==> src/rtl/tcdm_bank_responder_pkg.sv <==
// Shared TCDM bank-side types, AMO encoding and AMO arithmetic.
package tcdm_bank_responder_pkg;

  function automatic int unsigned idx_width(int unsigned n);
    return (n > 1) ? $clog2(n) : 1;
  endfunction

  localparam int unsigned NumBanksPerTile     = 16;
  localparam int unsigned BankIdxWidthDefault = idx_width(NumBanksPerTile);
  localparam int unsigned TCDMAddrMemWidth    = 8;
  localparam int unsigned TgtAddrWidth        = BankIdxWidthDefault + TCDMAddrMemWidth;
  localparam int unsigned DataWidth           = 32;
  localparam int unsigned BeWidth             = DataWidth / 8;
  localparam int unsigned IniAddrWidth        = 4;
  localparam int unsigned MetaIdWidth         = 8;
  localparam int unsigned CoreIdWidth         = 3;
  localparam int unsigned AmoWidth            = 4;

  typedef logic [DataWidth-1:0]        data_t;
  typedef logic [BeWidth-1:0]          strb_t;
  typedef logic [TCDMAddrMemWidth-1:0] bank_addr_t;
  typedef logic [TgtAddrWidth-1:0]     tgt_addr_t;
  typedef logic [IniAddrWidth-1:0]     ini_addr_t;
  typedef logic [MetaIdWidth-1:0]      meta_id_t;
  typedef logic [CoreIdWidth-1:0]      core_id_t;
  typedef logic [AmoWidth-1:0]         amo_t;

  localparam amo_t AmoNone = 4'h0;
  localparam amo_t AmoSwap = 4'h1;
  localparam amo_t AmoAdd  = 4'h2;
  localparam amo_t AmoAnd  = 4'h3;
  localparam amo_t AmoOr   = 4'h4;
  localparam amo_t AmoXor  = 4'h5;
  localparam amo_t AmoMax  = 4'h6;
  localparam amo_t AmoMaxu = 4'h7;
  localparam amo_t AmoMin  = 4'h8;
  localparam amo_t AmoMinu = 4'h9;
  localparam amo_t AmoLR   = 4'hA;
  localparam amo_t AmoSC   = 4'hB;

  typedef struct packed {
    meta_id_t meta_id;
    core_id_t core_id;
    amo_t     amo;
    data_t    data;
  } tcdm_payload_t;

  typedef struct packed {
    tcdm_payload_t wdata;
    logic          wen;
    strb_t         be;
    tgt_addr_t     tgt_addr;
    ini_addr_t     ini_addr;
  } tcdm_slave_req_t;

  typedef struct packed {
    tcdm_payload_t rdata;
    ini_addr_t     ini_addr;
  } tcdm_slave_resp_t;

  typedef struct packed {
    logic       valid;
    bank_addr_t addr;
    ini_addr_t  ini_addr;
    core_id_t   core_id;
  } tcdm_reservation_t;

  typedef enum logic {
    StIdle,
    StAmoWb
  } tcdm_bank_state_e;

  // New memory word for a read-modify-write AMO; non-RMW codes leave it unchanged.
  function automatic data_t amo_alu(amo_t op, data_t old, data_t operand);
    data_t res;
    res = old;
    case (op)
      AmoNone: res = old;
      AmoSwap: res = operand;
      AmoAdd:  res = old + operand;
      AmoAnd:  res = old & operand;
      AmoOr:   res = old | operand;
      AmoXor:  res = old ^ operand;
      AmoMax:  res = ($signed(old) > $signed(operand)) ? old : operand;
      AmoMaxu: res = (old > operand) ? old : operand;
      AmoMin:  res = ($signed(old) < $signed(operand)) ? old : operand;
      AmoMinu: res = (old < operand) ? old : operand;
      default: res = old;
    endcase
    return res;
  endfunction

endpackage

==> src/rtl/tcdm_resp_fifo.sv <==
// Fall-through response FIFO: a push into an empty FIFO is visible the same cycle.
module tcdm_resp_fifo
  import tcdm_bank_responder_pkg::*;
#(
  parameter int unsigned Depth = 2
) (
  input  logic                           i_clk,
  input  logic                           i_rst,
  input  logic                           i_push,
  input  tcdm_slave_resp_t               i_data,
  output logic                           o_valid,
  input  logic                           i_ready,
  output tcdm_slave_resp_t               o_data,
  output logic [$clog2(Depth+1)-1:0]     o_count
);

  localparam int unsigned PtrW = $clog2(Depth);
  localparam int unsigned CntW = $clog2(Depth + 1);

  tcdm_slave_resp_t r_mem [Depth];
  logic [PtrW-1:0]  r_wr;
  logic [PtrW-1:0]  r_rd;
  logic [CntW-1:0]  r_count;
  logic             w_empty;
  logic             w_pop;
  logic             w_store;
  logic             w_drain;

  assign w_empty = (r_count == '0);
  assign o_valid = i_push | ~w_empty;
  assign o_data  = w_empty ? i_data : r_mem[r_rd];
  assign w_pop   = o_valid & i_ready;
  // An entry consumed in its push cycle bypasses the storage entirely.
  assign w_store = i_push & ~(w_empty & i_ready);
  assign w_drain = w_pop & ~w_empty;
  assign o_count = r_count;

  // Pointer and occupancy bookkeeping.
  always_ff @(posedge i_clk) begin
    if (i_rst) begin
      r_wr    <= '0;
      r_rd    <= '0;
      r_count <= '0;
    end else begin
      if (w_store) r_wr <= (r_wr == PtrW'(Depth - 1)) ? '0 : r_wr + PtrW'(1);
      if (w_drain) r_rd <= (r_rd == PtrW'(Depth - 1)) ? '0 : r_rd + PtrW'(1);
      r_count <= r_count + CntW'(w_store) - CntW'(w_drain);
    end
  end

  // Entry storage.
  always_ff @(posedge i_clk) begin
    if (w_store) r_mem[r_wr] <= i_data;
  end

endmodule

==> src/rtl/tcdm_bank_responder.sv <==
// Slave-side TCDM bank adapter: loads, stores, LR/SC and AMOs on a 1-cycle SRAM bank.
module tcdm_bank_responder
  import tcdm_bank_responder_pkg::*;
#(
  parameter int unsigned RespDepth    = 2,
  parameter int unsigned BankIdxWidth = BankIdxWidthDefault
) (
  input  logic             clk_i,
  input  logic             rst_i,
  input  logic             req_valid_i,
  output logic             req_ready_o,
  input  tcdm_slave_req_t  req_i,
  output logic             resp_valid_o,
  input  logic             resp_ready_i,
  output tcdm_slave_resp_t resp_o,
  output logic             mem_req_o,
  output logic             mem_we_o,
  output bank_addr_t       mem_addr_o,
  output data_t            mem_wdata_o,
  output strb_t            mem_be_o,
  input  data_t            mem_rdata_i
);

  localparam int unsigned CntW = $clog2(RespDepth + 1);

  tcdm_bank_state_e  r_state;
  tcdm_bank_state_e  w_state_next;
  tcdm_reservation_t r_res;
  logic              r_inflight;
  logic              r_pend_sc;
  logic              r_sc_fail;
  meta_id_t          r_meta;
  core_id_t          r_core;
  ini_addr_t         r_ini;
  amo_t              r_amo;
  data_t             r_operand;
  bank_addr_t        r_wb_addr;

  amo_t              w_amo;
  bank_addr_t        w_req_addr;
  logic              w_is_rmw;
  logic              w_is_lr;
  logic              w_is_sc;
  logic              w_is_store;
  logic              w_sc_ok;
  logic              w_accept;
  logic              w_push;
  logic              w_wb_kill;
  logic [CntW-1:0]   w_fifo_count;
  logic [CntW:0]     w_used;
  tcdm_slave_resp_t  w_push_data;
  logic              w_unused_bank_idx;

  // Request decode; unknown AMO codes fall back to plain load/store.
  assign w_amo             = req_i.wdata.amo;
  assign w_req_addr        = req_i.tgt_addr[BankIdxWidth +: TCDMAddrMemWidth];
  assign w_unused_bank_idx = ^req_i.tgt_addr[BankIdxWidth-1:0];
  assign w_is_rmw          = (w_amo >= AmoSwap) && (w_amo <= AmoMinu);
  assign w_is_lr           = (w_amo == AmoLR);
  assign w_is_sc           = (w_amo == AmoSC);
  assign w_is_store        = req_i.wen & ~w_is_rmw & ~w_is_lr & ~w_is_sc;
  assign w_sc_ok           = r_res.valid && (r_res.addr == w_req_addr) &&
                             (r_res.ini_addr == req_i.ini_addr) &&
                             (r_res.core_id == req_i.wdata.core_id);

  // Credit check: the unstallable SRAM read always finds a free FIFO slot.
  assign w_used      = (CntW+1)'(w_fifo_count) + (CntW+1)'(r_inflight);
  assign req_ready_o = ~rst_i && (r_state == StIdle) && (w_used < (CntW+1)'(RespDepth));
  assign w_accept    = req_valid_i & req_ready_o;

  // Next state and bank port mux.
  always_comb begin
    w_state_next = r_state;
    mem_req_o    = 1'b0;
    mem_we_o     = 1'b0;
    mem_addr_o   = w_req_addr;
    mem_wdata_o  = req_i.wdata.data;
    mem_be_o     = req_i.be;
    case (r_state)
      StIdle: begin
        if (w_accept) begin
          mem_req_o = ~w_is_sc | w_sc_ok;
          mem_we_o  = w_is_store | (w_is_sc & w_sc_ok);
          if (w_is_rmw) w_state_next = StAmoWb;
        end
      end
      StAmoWb: begin
        mem_req_o    = ~rst_i;
        mem_we_o     = ~rst_i;
        mem_addr_o   = r_wb_addr;
        mem_wdata_o  = amo_alu(r_amo, mem_rdata_i, r_operand);
        mem_be_o     = '1;
        w_state_next = StIdle;
      end
      default: w_state_next = StIdle;
    endcase
  end

  // State register.
  always_ff @(posedge clk_i) begin
    if (rst_i) r_state <= StIdle;
    else       r_state <= w_state_next;
  end

  // A response is owed in the cycle after every accepted non-store request.
  always_ff @(posedge clk_i) begin
    if (rst_i) r_inflight <= 1'b0;
    else       r_inflight <= w_accept & ~w_is_store;
  end

  // Per-request context needed for the response and AMO write-back.
  always_ff @(posedge clk_i) begin
    if (w_accept) begin
      r_meta    <= req_i.wdata.meta_id;
      r_core    <= req_i.wdata.core_id;
      r_ini     <= req_i.ini_addr;
      r_amo     <= w_amo;
      r_operand <= req_i.wdata.data;
      r_wb_addr <= w_req_addr;
      r_pend_sc <= w_is_sc;
      r_sc_fail <= ~w_sc_ok;
    end
  end

  // SC responses carry the status flag; everything else carries the bank word.
  always_comb begin
    w_push_data               = '0;
    w_push_data.rdata.meta_id = r_meta;
    w_push_data.rdata.core_id = r_core;
    w_push_data.rdata.amo     = r_amo;
    w_push_data.rdata.data    = r_pend_sc ? DataWidth'(r_sc_fail) : mem_rdata_i;
    w_push_data.ini_addr      = r_ini;
  end

  assign w_push    = r_inflight & ~rst_i;
  assign w_wb_kill = (r_state == StAmoWb) && (r_wb_addr == r_res.addr);

  // Reservation: cleared by SC or writes to the reserved word, LR applied last.
  always_ff @(posedge clk_i) begin
    if (rst_i) begin
      r_res <= '0;
    end else begin
      if (w_accept && w_is_sc) r_res.valid <= 1'b0;
      if (w_accept && w_is_store && (w_req_addr == r_res.addr)) r_res.valid <= 1'b0;
      if (w_wb_kill) r_res.valid <= 1'b0;
      if (w_accept && w_is_lr) begin
        r_res.valid    <= 1'b1;
        r_res.addr     <= w_req_addr;
        r_res.ini_addr <= req_i.ini_addr;
        r_res.core_id  <= req_i.wdata.core_id;
      end
    end
  end

  tcdm_resp_fifo #(
    .Depth (RespDepth)
  ) i_resp_fifo (
    .i_clk   (clk_i),
    .i_rst   (rst_i),
    .i_push  (w_push),
    .i_data  (w_push_data),
    .o_valid (resp_valid_o),
    .i_ready (resp_ready_i),
    .o_data  (resp_o),
    .o_count (w_fifo_count)
  );

endmodule

==> config.mk <==
export PLATFORM = sky130hd
export DESIGN_NAME = tcdm_bank_responder
export DESIGN_NICKNAME = d
export VERILOG_FILES = /design/src/rtl/tcdm_bank_responder_pkg.sv /design/src/rtl/tcdm_resp_fifo.sv /design/src/rtl/tcdm_bank_responder.sv
export SDC_FILE = /design/constraint.sdc
export NUM_CORES = 1
export LEC_CHECK = 0
export BUFFER_PORTS_ARGS = -buffer_cell sky130_fd_sc_hd__buf_2
export CAP_MARGIN = 20
export CORE_MARGIN = 3
export CORE_UTILIZATION = 51
export DETAILED_ROUTE_END_ITERATION = 7
export PLACE_DENSITY = 0.81
export SYNTH_ARGS = -nofsm -noshare
export SYNTH_HDL_FRONTEND = slang
export SYNTH_SLANG_ARGS = --single-unit
==> constraint.sdc <==
create_clock -name clk_i -period 4.5 [get_ports clk_i]
set_input_delay 0.9 -clock clk_i [delete_from_list [all_inputs] [get_ports clk_i]]
set_output_delay 0.9 -clock clk_i [all_outputs]
set_load 0.05 [all_outputs]
==> results.cfg <==
[run_status]
status = finished with violations
violations = negative setup slack

[floorplanning]
ios = 203
coreArea_mm2 = 0.0238
die_area_mm2 = 0.0264
fp.dieH_um = 162
num_rows = 56
die_x_um = 162
start_util_pct = 52.5

[clocking]
htree_levels = 4
clkTransAtPathRegs_ns = 0.08
clockBufferDepth = 2
hold_buffers = 0
cts_tree = yes
clock-sinks = 186
cts_buffers = 17
root_buffer = clkbuf_16
clock_latency_ns = 0.45

[grt]
grt_overflow = 0
grt_pass1_vias = 12400
grt_max_degree = 73
grt.total_usage_pct = 30.7
antenna_found_initial = 2
grt_pass1_wl_um = 64300

[synth]
synth-xor-area-share_pct = 2.88
avgSynthCellArea_um2 = 9.67
syn_inst = 1290
synth.largest_area_cell = edfxtp_1
ys_seq_elements = 186
ys.flop_type = edfxtp_1
synth_fp_nets = 1493
yosys-top-cells-area = edfxtp_1, ha_1, mux2i_1, nand2_1, o21ai_0
synthMuxAreaShare_pct = 5.33
synth-simple-area-share_pct = 14.0
synth_fa_ha_area_share_pct = 9.99
syn_area_mm2 = 0.0125
synthArstFlopShare_pct = 0
yosysSeqAreaShare_pct = 42.9
synth_enable_flop_cells = 163
synth-compound-area-share_pct = 19.4
synth_top_family_by_area = compound AO/OA/AOI/OAI gates
yosysMostFrequentCell = edfxtp_1
synth_top_area_share_pct = 39.2
yosys_warnings = 0
synthTopCellsByCount = edfxtp_1, nand2_1, nor2_1
synth.distinct_cells = 76

[placement]
dpl.cell_count = 1925
portBuffers = 198
dp_hpwl_um = 26100
placed_area_mm2 = 0.0156
gp_congestion = 0.946

[timing]
drv_slew = 0
setup_viol_count_final = 32
tightest_slew_ns = 0.991
finalHoldViolations = 0
fin_crit_sh_pct = 112
fin_skew_ns = 0.0134
fin_crit_ns = 5.05
fmax_mhz = 198
rsz0062_at_grt = yes
relSlewSlack_pct = 33.9
worst_slack_ns = -0.552

[drt]
wl_per_cell_um = 22.0
drt-vias-per-instance = 6.23
wirelength_um = 44000
detail-route-antenna-nets = 0
vias = 12400
drc_errors = 0
drt_first_pass_iters = 6
drtIter0Drc = 1427

[finish]
fin_util_pct = 75.6
final_nets = 1867
fin_area_mm2 = 0.0179
drive_gt1_share_pct = 39.8
area_delta_synth_final_pct = 43.8
fin_cells = 1997
fill_cells = 1443

[worst_setup_path]
max_stage_delay_ns = 0.34
cp-start-kind = primary input
crit_type = in -> out
cp.arrival_ns = 4.15
endpoint_kind = output pin
crit_path_frequent_cell = buf_4
worstPathMaxFanout = 7
cp_cell_sequence = buf_2, inv_1, ha_2, nor4_4, buf_4, nand4_4, o31ai_4, nand2_2, a211oi_4, a211oi_2, or2_4, buf_4, buf_16, a221oi_4, a21oi_2, buf_6
slowest_stage = o31ai_4
critPathRequiredTime_ns = 3.60

[pwr]
leakagePower_uw = 0.00726
peakVddDrop_mv = 0.420
power_density_mw_per_mm2 = 442
fin_total_pwr_uw = 7940

[worst_hold_path]
hp-class = reg -> reg

[run]
cap_violations = 0
report_power, final:
part | internal, uW | switching (uW) | leakage (uW)
registers | 2030 | 202 | 0.00168
logic | 1320 | 2720 | 0.00527
clock network | 827 | 839 | 0.000314
registers in the layout (all words and copies together) (netlist names), 2 cells and up, named ones only:
register             flops
r_ini                    4
r_amo                    4
r_operand               32
i_resp_fifo.o_count      2
i_resp_fifo.r_mem      102
r_meta                   8
r_wb_addr                8
r_core                   3
r_res                   16
worst paths after layout:
kind / start / endpoint / slack [ns] / cells past startpoint
max reg2reg: r_state / r_operand[11] / 1.84 / 5
min: r_res[3] / r_res[3] / 0.47 / 2
min reg2reg: r_res[3] / r_res[3] / 0.47 / 2
max: mem_rdata_i[18] / mem_wdata_o[19] / -0.55 / 16
layout make-up:
class,count,area [um^2],area share (%)
diodes,1,2.50,0.0139
clock buffers,17,425,2.37
clock inverters,15,228,1.27
inverters,83,350,1.95
multi-input cells,936,7890,44.0
flip-flops and latches,186,5360,29.9
well taps,319,399,2.22
repair buffers,440,3290,18.3
worst max-delay path: cells and delay by family:
family / cells / cell delay (ns)
fa+ha+maj: 1 / 0.32
simple gates: 4 / 0.86
compound gates: 5 / 1.19
buf+inv: 6 / 0.87
cells by family (layout without fill, tap and decap cells):
group | Yosys count | after routing
fa+ha+maj | 99 | 99
other cells | 0 | 1
mux | 65 | 65
compound gates | 355 | 355
flops | 186 | 186
simple gates | 375 | 376
xor+xnor | 41 | 41
buf+inv | 169 | 555
metrics by stage:
stage / TNS [ns] / worst slack (ns) / hold slack [ns]
detailed placement: -14.23 / -0.553 / 0.461
CTS: -5.73 / -0.230 / 0.475
floorplan: -1.29 / -0.321 / 0.443
global route: -17.60 / -0.680 / 0.491
finish: -13.01 / -0.552 / 0.474
global placement: -12.57 / -0.491 / 0.449
cells in the final DEF (no fill, tap or decap), drive strengths merged, types with 6 or more instances in the layout:
cell type  netlist  routed
mux2i           56      56
a31oi            8       8
clkinv           0       7
xnor2           22      22
o21ai          102     102
nand4           11      11
nor4            13      13
a221oi          40      40
nand3           27      27
or2              6       6
a21o            17      17
a311oi          16      16
a211oi           8       8
a22oi           17      17
nand2b          11      11
nor2b           15      15
a21oi           80      80
ha              98      98
xor2            19      19
edfxtp         163     163
o211ai          19      19
o2111ai          8       8
mux2             9       9
nand2          141     141
nor2           106     106
dfxtp           23      23
nor3            20      20
inv             83      89
clkbuf          58      17
buf             28     440
per-layer routing:
layer	vias to the layer above	global-route usage (%)	part of all wire [%]
met5	-	0	0.027
met4	2	15.9	5.8
met3	251	6.33	9.1
met2	839	50.4	47
met1	5875	38.5	39
li1	5479	-	-
what timing repair did:
item / in CTS / in global routing
endpoints found under the hold margin: 0 / 0
pin swaps: 60 / 47
gates cloned: 2 / 0
resized for setup: 193 / 71
buffers inserted: 24 / 25
setup endpoints to repair: 32 / 32
Power figures use the tool's default switching activity.
